==> config.mk <==
export PLATFORM = sky130hd
export DESIGN_NAME = cnu_sweep_scheduler
export DESIGN_NICKNAME = d
export VERILOG_FILES = /design/src/rtl/ldpc_pkg.sv /design/src/rtl/cnu_pipe_tracker.sv /design/src/rtl/cnu_sweep_scheduler.sv
export SDC_FILE = /design/constraint.sdc
export NUM_CORES = 1
export LEC_CHECK = 0
export CORE_AREA = 4 4 71 73
export DETAILED_ROUTE_END_ITERATION = 10
export DIE_AREA = 0 0 75 77
export SKIP_LAST_GASP = 1
export SLEW_MARGIN = 20
export SYNTH_ARGS = -nofsm -noshare
export SYNTH_HDL_FRONTEND = slang
export SYNTH_SLANG_ARGS = --single-unit
==> constraint.sdc <==
create_clock -name clk -period 2.6 [get_ports clk]
set_input_delay 0.65 -clock clk [delete_from_list [all_inputs] [get_ports clk]]
set_output_delay 0.65 -clock clk [all_outputs]
set_load 0.02 [all_outputs]
==> src/rtl/ldpc_pkg.sv <==
// Shared LDPC decoder definitions: scheduler FSM states, default geometry,
// and the row-address / iteration typedefs used by the scheduler and CNU.
package ldpc_pkg;

  localparam int NUM_ROWS_DEFAULT = 4;
  localparam int ROW_AW_DEFAULT   = $clog2(NUM_ROWS_DEFAULT);
  localparam int CNU_LAT_DEFAULT  = 2;
  localparam int ITER_W_DEFAULT   = 5;

  typedef enum logic [2:0] {
    IDLE  = 3'd0,
    ISSUE = 3'd1,
    DRAIN = 3'd2,
    EVAL  = 3'd3,
    DONE  = 3'd4
  } sched_state_e;

  typedef logic [ROW_AW_DEFAULT-1:0] row_addr_t;
  typedef logic [ITER_W_DEFAULT-1:0] iter_t;

endpackage

==> src/rtl/cnu_pipe_tracker.sv <==
// Tracks rows in flight through the one-cycle memory read and the CNU
// pipeline. Stage 0 is the CNU input cycle (cnu_en); stage CNU_LAT is the
// write-back cycle. A flush empties every stage on the next edge.
module cnu_pipe_tracker
  import ldpc_pkg::*;
#(
  parameter int ROW_AW  = ROW_AW_DEFAULT,
  parameter int CNU_LAT = CNU_LAT_DEFAULT
) (
  input  logic              clk,
  input  logic              rst_n,
  input  logic              flush,
  input  logic              in_valid,
  input  logic [ROW_AW-1:0] in_addr,
  output logic              cnu_en,
  output logic              wr_en,
  output logic [ROW_AW-1:0] wr_addr,
  output logic              empty
);

  logic [CNU_LAT:0]             vld_q;
  logic [CNU_LAT:0]             vld_d;
  logic [CNU_LAT:0][ROW_AW-1:0] addr_q;
  logic [CNU_LAT:0][ROW_AW-1:0] addr_d;
  logic [ROW_AW-1:0]            in_addr_s;

  // Shift valid/address one stage per cycle; idle stages carry a zero address.
  always_comb begin
    vld_d     = vld_q;
    addr_d    = addr_q;
    in_addr_s = {ROW_AW{1'b0}};
    if (in_valid) begin
      in_addr_s = in_addr;
    end else begin
      in_addr_s = {ROW_AW{1'b0}};
    end
    if (flush) begin
      vld_d  = {(CNU_LAT+1){1'b0}};
      addr_d = {((CNU_LAT+1)*ROW_AW){1'b0}};
    end else begin
      vld_d  = {vld_q[CNU_LAT-1:0], in_valid};
      addr_d = {addr_q[CNU_LAT-1:0], in_addr_s};
    end
  end

  // Pipeline stage registers.
  always_ff @(posedge clk or negedge rst_n) begin
    if (!rst_n) begin
      vld_q  <= {(CNU_LAT+1){1'b0}};
      addr_q <= {((CNU_LAT+1)*ROW_AW){1'b0}};
    end else begin
      vld_q  <= vld_d;
      addr_q <= addr_d;
    end
  end

  assign cnu_en  = vld_q[0];
  assign wr_en   = vld_q[CNU_LAT];
  assign wr_addr = addr_q[CNU_LAT];
  // Nothing is left behind the current write-back: no read returning and no
  // row in any CNU stage ahead of the last one.
  assign empty   = ~in_valid & ~(|vld_q[CNU_LAT-1:0]);

endmodule

==> src/rtl/cnu_sweep_scheduler.sv <==
// Sweep scheduler for a single shared CNU. Issues every check row once per
// decoder iteration, tracks rows through read/CNU/write-back, accumulates
// the syndrome and reports done/converged.
// Optional feature macro: CNU_SCHED_EARLY_TERM_EN -- when defined, a sweep
// with zero unsatisfied checks ends the decode before max_iter is reached.
module cnu_sweep_scheduler
  import ldpc_pkg::*;
#(
  parameter int NUM_ROWS = NUM_ROWS_DEFAULT,
  parameter int ROW_AW   = $clog2(NUM_ROWS),
  parameter int CNU_LAT  = CNU_LAT_DEFAULT,
  parameter int ITER_W   = ITER_W_DEFAULT
) (
  input  logic              clk,
  input  logic              rst_n,
  input  logic              start,
  input  logic              abort,
  input  logic [ITER_W-1:0] max_iter,
  output logic              rd_en,
  output logic [ROW_AW-1:0] rd_addr,
  output logic              cnu_en,
  input  logic              cnu_p_bit,
  output logic              wr_en,
  output logic [ROW_AW-1:0] wr_addr,
  output logic              busy,
  output logic              done,
  output logic              converged,
  output logic [ITER_W-1:0] iter_count
);

  localparam logic [ROW_AW-1:0] LAST_ROW = ROW_AW'(NUM_ROWS - 1);
  localparam logic [ROW_AW-1:0] ROW_ZERO = {ROW_AW{1'b0}};
  localparam logic [ROW_AW-1:0] ROW_ONE  = {{(ROW_AW-1){1'b0}}, 1'b1};
  localparam logic [ITER_W-1:0] IT_ZERO  = {ITER_W{1'b0}};
  localparam logic [ITER_W-1:0] IT_ONE   = {{(ITER_W-1){1'b0}}, 1'b1};
  localparam logic [ITER_W-1:0] IT_MAX   = {ITER_W{1'b1}};

  sched_state_e      state_q, state_d;
  logic [ROW_AW-1:0] row_q, row_d;
  logic [ITER_W-1:0] iter_q, iter_d;
  logic [ITER_W-1:0] max_q, max_d;
  logic              unsat_q, unsat_d;
  logic              conv_q, conv_d;
  logic              rd_en_q, rd_en_d;
  logic [ROW_AW-1:0] rd_addr_q, rd_addr_d;
  logic              busy_q, busy_d;
  logic              done_q, done_d;

  logic [ITER_W-1:0] iter_inc_s;
  logic [ITER_W-1:0] max_eff_s;
  logic              trk_empty_s;
  logic              cnu_en_s;
  logic              wr_en_s;
  logic [ROW_AW-1:0] wr_addr_s;

  // Row tracker: read strobe in, CNU enable and write-back strobe out.
  cnu_pipe_tracker #(
    .ROW_AW  (ROW_AW),
    .CNU_LAT (CNU_LAT)
  ) u_tracker (
    .clk      (clk),
    .rst_n    (rst_n),
    .flush    (abort),
    .in_valid (rd_en_q),
    .in_addr  (rd_addr_q),
    .cnu_en   (cnu_en_s),
    .wr_en    (wr_en_s),
    .wr_addr  (wr_addr_s),
    .empty    (trk_empty_s)
  );

  // Saturating iteration increment and effective limit (0 behaves as 1).
  always_comb begin
    iter_inc_s = iter_q;
    max_eff_s  = max_iter;
    if (iter_q == IT_MAX) begin
      iter_inc_s = iter_q;
    end else begin
      iter_inc_s = iter_q + IT_ONE;
    end
    if (max_iter == IT_ZERO) begin
      max_eff_s = IT_ONE;
    end else begin
      max_eff_s = max_iter;
    end
  end

  // Next-state and next-output logic for the sweep FSM.
  always_comb begin
    state_d   = state_q;
    row_d     = row_q;
    iter_d    = iter_q;
    max_d     = max_q;
    conv_d    = conv_q;
    unsat_d   = unsat_q;
    rd_en_d   = 1'b0;
    rd_addr_d = ROW_ZERO;
    busy_d    = 1'b0;
    done_d    = 1'b0;

    // Syndrome accumulates over the write-back cycles of the sweep.
    if (wr_en_s && cnu_p_bit) begin
      unsat_d = 1'b1;
    end else begin
      unsat_d = unsat_q;
    end

    if (abort) begin
      state_d = IDLE;
      row_d   = ROW_ZERO;
    end else begin
      case (state_q)
        IDLE: begin
          if (start) begin
            state_d = ISSUE;
            row_d   = ROW_ZERO;
            iter_d  = IT_ZERO;
            max_d   = max_eff_s;
            unsat_d = 1'b0;
            conv_d  = 1'b0;
          end else begin
            state_d = IDLE;
          end
        end
        ISSUE: begin
          rd_en_d   = 1'b1;
          rd_addr_d = row_q;
          if (row_q == LAST_ROW) begin
            row_d   = ROW_ZERO;
            state_d = DRAIN;
          end else begin
            row_d   = row_q + ROW_ONE;
            state_d = ISSUE;
          end
        end
        DRAIN: begin
          // Leave once the final write-back of the sweep is on the bus.
          if (trk_empty_s) begin
            state_d = EVAL;
          end else begin
            state_d = DRAIN;
          end
        end
        EVAL: begin
          iter_d = iter_inc_s;
`ifdef CNU_SCHED_EARLY_TERM_EN
          if (!unsat_q) begin
            state_d = DONE;
            conv_d  = 1'b1;
          end else if (iter_inc_s == max_q) begin
            state_d = DONE;
            conv_d  = 1'b0;
          end else begin
            state_d = ISSUE;
            unsat_d = 1'b0;
          end
`else
          if (iter_inc_s == max_q) begin
            state_d = DONE;
            conv_d  = ~unsat_q;
          end else begin
            state_d = ISSUE;
            unsat_d = 1'b0;
          end
`endif
        end
        DONE: begin
          state_d = IDLE;
        end
        default: begin
          state_d = IDLE;
        end
      endcase
    end

    // Status flags are registered from the next state so they line up with it.
    if ((state_d == ISSUE) || (state_d == DRAIN) || (state_d == EVAL)) begin
      busy_d = 1'b1;
    end else begin
      busy_d = 1'b0;
    end
    if (state_d == DONE) begin
      done_d = 1'b1;
    end else begin
      done_d = 1'b0;
    end
  end

  // FSM state register.
  always_ff @(posedge clk or negedge rst_n) begin
    if (!rst_n) begin
      state_q <= IDLE;
    end else begin
      state_q <= state_d;
    end
  end

  // Datapath and output registers.
  always_ff @(posedge clk or negedge rst_n) begin
    if (!rst_n) begin
      row_q     <= ROW_ZERO;
      iter_q    <= IT_ZERO;
      max_q     <= IT_ZERO;
      unsat_q   <= 1'b0;
      conv_q    <= 1'b0;
      rd_en_q   <= 1'b0;
      rd_addr_q <= ROW_ZERO;
      busy_q    <= 1'b0;
      done_q    <= 1'b0;
    end else begin
      row_q     <= row_d;
      iter_q    <= iter_d;
      max_q     <= max_d;
      unsat_q   <= unsat_d;
      conv_q    <= conv_d;
      rd_en_q   <= rd_en_d;
      rd_addr_q <= rd_addr_d;
      busy_q    <= busy_d;
      done_q    <= done_d;
    end
  end

  assign rd_en      = rd_en_q;
  assign rd_addr    = rd_addr_q;
  assign cnu_en     = cnu_en_s;
  assign wr_en      = wr_en_s;
  assign wr_addr    = wr_addr_s;
  assign busy       = busy_q;
  assign done       = done_q;
  assign converged  = conv_q;
  assign iter_count = iter_q;

endmodule

==> reports/qor.txt <==
number of global-route vias before repair = 1160
Worst setup EP type = output pin
port bufs = 24
YS warnings = 0
#FFs+latches synth = 31
first-pass GRT wire length = 5410 um
drt drc = 0
Max clock buf depth = 2
Starting Density = 0.341
Clock transition at path regs = 0.07 ns
Setup crit start kind = register
status = complete, no violations
flop2flop setup slack = 0.52 ns
Tcrit/Tclk final = 0.828
Fmax achieved = 0.465 GHz
Max VDD drop = 0.409 mV
unrepaired setup endpoints after global routing = no
Critical Path RT = 1.95 ns
CP arrival = 1.50 ns
crit path cell chain = clkdlybuf4s50_1
Final nets = 183
largest net degree at the start of global routing = 32
Antenna Cells = 0
pwr dens = 564 nW/um2
post-synth top area share = 0.523
proportion of layout cells with a drive suffix above 1 = 0.110
TritonRoute pass-1 iters = 4
CTS Buf Count = 5
num ports = 25
Synth Flop Type = dfrtp_1
# fillers = 419
Net Count, Synth = 155
worst hold path class = reg -> reg
CP max stage delay = 0.67 ns
Die Y = 77 um
# setup viols final = 0
Worst R2R Path Depth = 6
P_int = 0.000763 W
wire per inst = 14.5 um
CP max FO = 10
endpoints failing hold = 0
post-synthesis sequential area ratio = 0.523
Layout area overhead = 25.5%
Die X = 75 um
switching pwr = 0.000287 W
Slew @ Worst Pin = 0.393 ns
post-synthesis cell type count = 39
min Tclk post-route = 2.15 ns
Syn Inst Count = 143
clk sinks = 31
CTS tree = yes
Routed Antenna Nets = 0
slowest cell on the critical path = clkdlybuf4s50_1
vias after detailed routing = 1119
gr usage total = 0.122
Vias/cell = 5.00
post-CTS resize count = 0
CP top delay family = buffers and inverters
Clock Latency Late Sink = 0.28 ns
Comb power frac = 0.132
root buffer cell = clkbuf_8
fin area = 1860 um2
switching portion of total power = 0.274
Yosys top cell by area = dfrtp_1
setup TNS = 0 ns
maxcap violations = 0
gpl congestion = 0.861
Post-CTS Setup Repair Bufs = 0
Seq pwr share = 0.502
Multi-input gate area = 652 um2
Clk pwr share = 0.366
Core Area = 4350 um2
GRT overflow = 0
Relative slew margins = 0.738
EDFF count, synth = 0
Async SR Flop Fraction = 1.00
hold path cells = 1
WHS = 0.464 ns
CTS Hold Buffers Added = 0
row cnt = 24
Seq. cell area = 776 um2
initial antenna violation count = 0
Syn Area/Cell = 10.4 um2
CTS H-tree depth = 2
Layout Utilization = 0.428
Placed Area = 1770 um2
drt initial violations = 77
buffers plus inverters on the worst setup path = 1
die area = 5780 um2
Stages on worst setup path = 1
Post-Syn Area = 1480 um2
Pleak = 0.829 nW
hpwl dp = 2350 um
critical path class = reg -> out
top cells by area, synth = dfrtp_1 52%, nand2_1 5.6%, nor2b_1 4.2%, nor2_1 2.5%, o21ai_0 2.4%
wirelength, routed = 3240 um
skew final = 0.00431 ns
final-report max-slew violation count = 0
final cells by class:
| type | instances | share of cell area |
|---|---|---|
| clock buffer | 5 | 0.0369 |
| clock inverter | 3 | 0.0128 |
| inverter | 2 | 0.00403 |
| multi-input combinational | 103 | 0.350 |
| sequential | 31 | 0.416 |
| tap | 52 | 0.0349 |
| timing repair buffer | 28 | 0.145 |
worst reg2reg max path: stages, from the launching register on:
cell	delay, ns
dfrtp_1	0.45
ha_1	0.34
and4_4	0.24
or3_4	0.39
a2bb2oi_4	0.17
o2111a_2	0.23
mux2i_1	0.18
kinds of logic after synthesis:
kind of cell | count (synthesis) | share of synthesized area
AO/OA/AOI/OAI | 26 | 0.132
multiplexers | 4 | 0.0295
XOR/XNOR | 4 | 0.0236
adder cells (fa/ha/maj) | 2 | 0.0169
AND/OR/NAND/NOR | 67 | 0.238
flip-flops | 31 | 0.523
buffers and inverters | 9 | 0.0379
stage by stage:
| step | std cells | power, W | setup WS [ns] |
|---|---|---|---|
| floorplan | 143 | 0.000612 | 0.579 |
| global placement | 216 | 0.000670 | 0.535 |
| detailed placement | 216 | 0.000676 | 0.476 |
| CTS | 224 | 0.00107 | 0.431 |
| global route | 224 | 0.00111 | 0.383 |
| finish | 224 | 0.00105 | 0.448 |
worst paths after layout:
| path | startpoint | to |
|---|---|---|
| min in group asynchronous | rst_n | max_q[4]$_DFFE_PN0P_ |
| worst max register to register | iter_count[0]$_DFFE_PN0P_ | converged$_DFFE_PN0P_ |
| max in group asynchronous | rst_n | iter_count[4]$_DFFE_PN0P_ |
| worst min register to register | u_tracker.addr_q[3]$_DFF_PN0_ | u_tracker.wr_addr[1]$_DFF_PN0_ |
| worst min-delay path | u_tracker.addr_q[3]$_DFF_PN0_ | u_tracker.wr_addr[1]$_DFF_PN0_ |
| worst max-delay path | iter_count[3]$_DFFE_PN0P_ | iter_count[3] |
flip-flops by register name, indices dropped and copies added (netlist names):
signal	cells
rd_addr	2
max_q	5
u_tracker.addr_q	4
unsat_q	1
rd_en	1
state_q	3
iter_count	5
u_tracker.vld_q	3
row_q	2
busy	1
u_tracker.wr_addr	2
done	1
converged	1
cell usage after synthesis (2+ instances only):
master / instances
a21oi_1: 6
a31oi_1: 2
a32oi_1: 2
and2_1: 4
buf_4: 2
buf_6: 2
clkbuf_1: 3
dfrtp_1: 31
ha_1: 2
mux2i_1: 3
nand2_1: 22
nand2b_1: 4
nand3_1: 3
nand3b_1: 2
nor2_1: 10
nor2b_1: 10
nor3_1: 4
nor4_1: 2
o21ai_0: 7
xnor2_1: 2
xor2_1: 2
metal layers:
| layer | part of all wire | up-vias | track usage | routed length (um) |
|---|---|---|---|---|
| met1 | 0.44 | 534 | 0.147 | 1410 |
| met3 | 0.051 | 10 | 0.0405 | 165 |
| met5 | 0 | - | 0 | 0 |
| met2 | 0.49 | 25 | 0.196 | 1590 |
| li1 | - | 550 | - | - |
| met4 | 0.021 | 0 | 0.0516 | 68 |
power groups by stage:
stage                     Clock, W  Sequential [W]  Combinational [W]
after floorplan                  0        0.000533          0.0000793
after global placement           0        0.000535           0.000134
after detailed placement         0        0.000537           0.000139
after CTS                 0.000403        0.000528           0.000140
after global routing      0.000426        0.000531           0.000155
final                     0.000384        0.000527           0.000138
placed cells by master, fill, tap and decap left out, types with 5 or more instances in the layout:
cell type / count
a21oi_1: 6
o21ai_0: 7
clkbuf_8: 5
clkdlybuf4s50_1: 24
nand2_1: 22
dfrtp_1: 31
nor2_1: 10
nor2b_1: 10
Power figures use the tool's default switching activity.
==> variant, RTL diff (same flow settings) <==
Change the package constant `NUM_ROWS_DEFAULT` from 4 to 2.
--- a/src/rtl/ldpc_pkg.sv
+++ b/src/rtl/ldpc_pkg.sv
@@ -3,5 +3,5 @@
 package ldpc_pkg;
 
-  localparam int NUM_ROWS_DEFAULT = 4;
+  localparam int NUM_ROWS_DEFAULT = 2;
   localparam int ROW_AW_DEFAULT   = $clog2(NUM_ROWS_DEFAULT);
   localparam int CNU_LAT_DEFAULT  = 2;
Interface: changed (resized rd_addr and wr_addr); port bits go from 25 to 23. The function was not compared with the original's and may differ.
==> variant against the unedited design <==
Critical path depth unchanged; largest power group unchanged; design area shrank 11%; area after synthesis shrank 9.9%; setup slack worse by 0.0085 ns; highest routed layer unchanged; power is 16% lower; critical endpoint unchanged; sequential cell count down 5; critical path type unchanged; via count fell by 4.7%; die area did not move; global-route usage shrank 1.0 points; combinational power grew 19%; routed wire length is 7.9% lower.
==> variant: results (changes against the unedited design) <==
stage	metric	value	unit	change
outcome	status	complete, no violations		
synth	ys.flop_type	dfrtp_1		
global_routing	grt_max_degree	27		-16%
sta	finClkSkew	0.00536	ns	+0.00105 ns
synth	synth_top_family_by_area	simple AND/OR/NAND/NOR gates		
sta	slew_headroom	69.5	%	-4.3 points
drt	first_iter_violations	45		-42%
synth	synth_area_leaders	dfrtp_1, a21oi_1, nor2b_1, mux2_1, buf_2		
global_routing	grt_pass1_wl	5.13	mm	-5.2%
cts	postCtsSetupBuffers	0		unchanged
power_and_ir_drop	p_leak	0.697	nW	-16%
power_and_ir_drop	peakVddDrop	225	uV	-45%
power_and_ir_drop	switching_share	26.6	%	-0.75 points
layout	n_fill_cell	430		+2.6%
worst_setup_path	r2r_setup_slack	0.57	ns	+0.05 ns
worst_setup_path	slowest_delay	0.68	ns	
placement	dpl_cell_area	0.00161	mm^2	-9.3%
synth	synth-adder-area-share	0.936	%	-0.75 points
synth	yosysWarnings	0		unchanged
synth	synth-xor-area-share	2.62	%	+0.26 points
placement	io_buffers	22		-8.3%
layout	layout.cells.non_filler	199		-11%
worst_setup_path	crit_fanout	11		+1
cts	clk_pin_slew	0.09	ns	+0.02 ns
cts	cts_buffers	3		-2
placement	globalplace.congestion	0.817		-5.1%
cts	cts_resized	0		unchanged
synth	seq_area_frac_synth	48.7	%	-3.6 points
synth	syn_nets	136		-12%
cts	clock_latency	0.27	ns	
cts	cts_max_level	1		-1
global_routing	antenna_found_initial	0		unchanged
synth	muxShareOfSynthArea	4.03	%	+1.1 points
synth	synthArstFlopShare	100	%	unchanged
global_routing	grt_use_total	11.2	%	-1.0 points
synth	synth_common_cells	dfrtp_1, a21oi_1, nor2_1, nor2b_1, buf_2		
placement	hpwl	2.20	mm	-6.5%
layout	num-nets-final	159		-13%
drt	wl_per_cell	15.0	um	+3.7%
synth	synthCells	125		-13%
worst_setup_path	worstPathRequired	1.95	ns	about the same
drt	drt_first_pass_iters	4		unchanged
min_path	hold_path_class	flip-flop to flip-flop		
cts	root_buffer	clkbuf_8		
synth	synth-compound-area-share	18.9	%	+5.8 points
synth	synthDistinctLibCells	46		+18%
layout	drive_gt1_share	10.9	%	-0.16 points
worst_setup_path	critical-path-top-delay-family	buffers and inverters		
drt	vias	1066		-4.7%
layout	diodes	0		unchanged
worst_setup_path	cpMaxStageDelayCell	clkdlybuf4s50_1		
cts	clk_path_buf_depth	2		unchanged
sta	worst_hold_slack	0.477	ns	+0.0125 ns
job	maxCapViolations	0		unchanged
variant: per-stage QoR:
stage | utilization, % | setup WS [ns]
global placement | 36.9 | 0.495
floorplan | - | 0.710
detailed placement | 36.9 | 0.423
CTS | 38.2 | 0.436
finish | 38.2 | 0.440
global route | 38.2 | 0.362
variant: logic make-up (layout without fill, tap and decap cells):
family / after synthesis / in the layout
flip-flops: 26 / 26
AO/OA/AOI/OAI: 34 / 34
adder cells (fa/ha/maj): 1 / 1
AND/OR/NAND/NOR: 44 / 44
multiplexers: 5 / 5
buffers and inverters: 11 / 33
XOR/XNOR: 4 / 4
variant: power by group through the flow:
stage          combinational, W  clock [W]  sequential, W
4_1_cts                0.000167   0.000270       0.000463
5_1_grt                0.000185   0.000290       0.000467
3_3_place_gp           0.000159          0       0.000469
6_report               0.000164   0.000257       0.000463
3_5_place_dp           0.000166          0       0.000471
2_1_floorplan          0.000110          0       0.000464
variant: path summary, 6_finish.rpt:
check,start,to,depth (start not counted)
worst min register to register,u_tracker.addr_q[1],u_tracker.wr_addr,1
worst min-delay path,u_tracker.addr_q[1],u_tracker.wr_addr,1
max in group asynchronous,rst_n,state_q[1],2
worst max register to register,iter_count[0],busy,5
worst max-delay path,iter_count[3],iter_count[3],1
min in group asynchronous,rst_n,rd_addr,2
variant: cell type report:
cell class	instances	area [um^2]	share of cell area, %
clock buffer	4	55.1	3.31
timing repair buffer	26	250	15.1
inverter	3	11.3	0.678
multi-input combinational	88	629	37.9
tap	52	65.1	3.92
sequential	26	651	39.2
variant: routing by layer:
| layer | GRT usage, % | share of wire, % | up-vias |
|---|---|---|---|
| met4 | 3.20 | 0.74 | 0 |
| met2 | 18.2 | 52 | 21 |
| li1 | - | - | 505 |
| met1 | 15.2 | 44 | 536 |
| met5 | 0 | 0 | - |
| met3 | 1.57 | 3.5 | 4 |
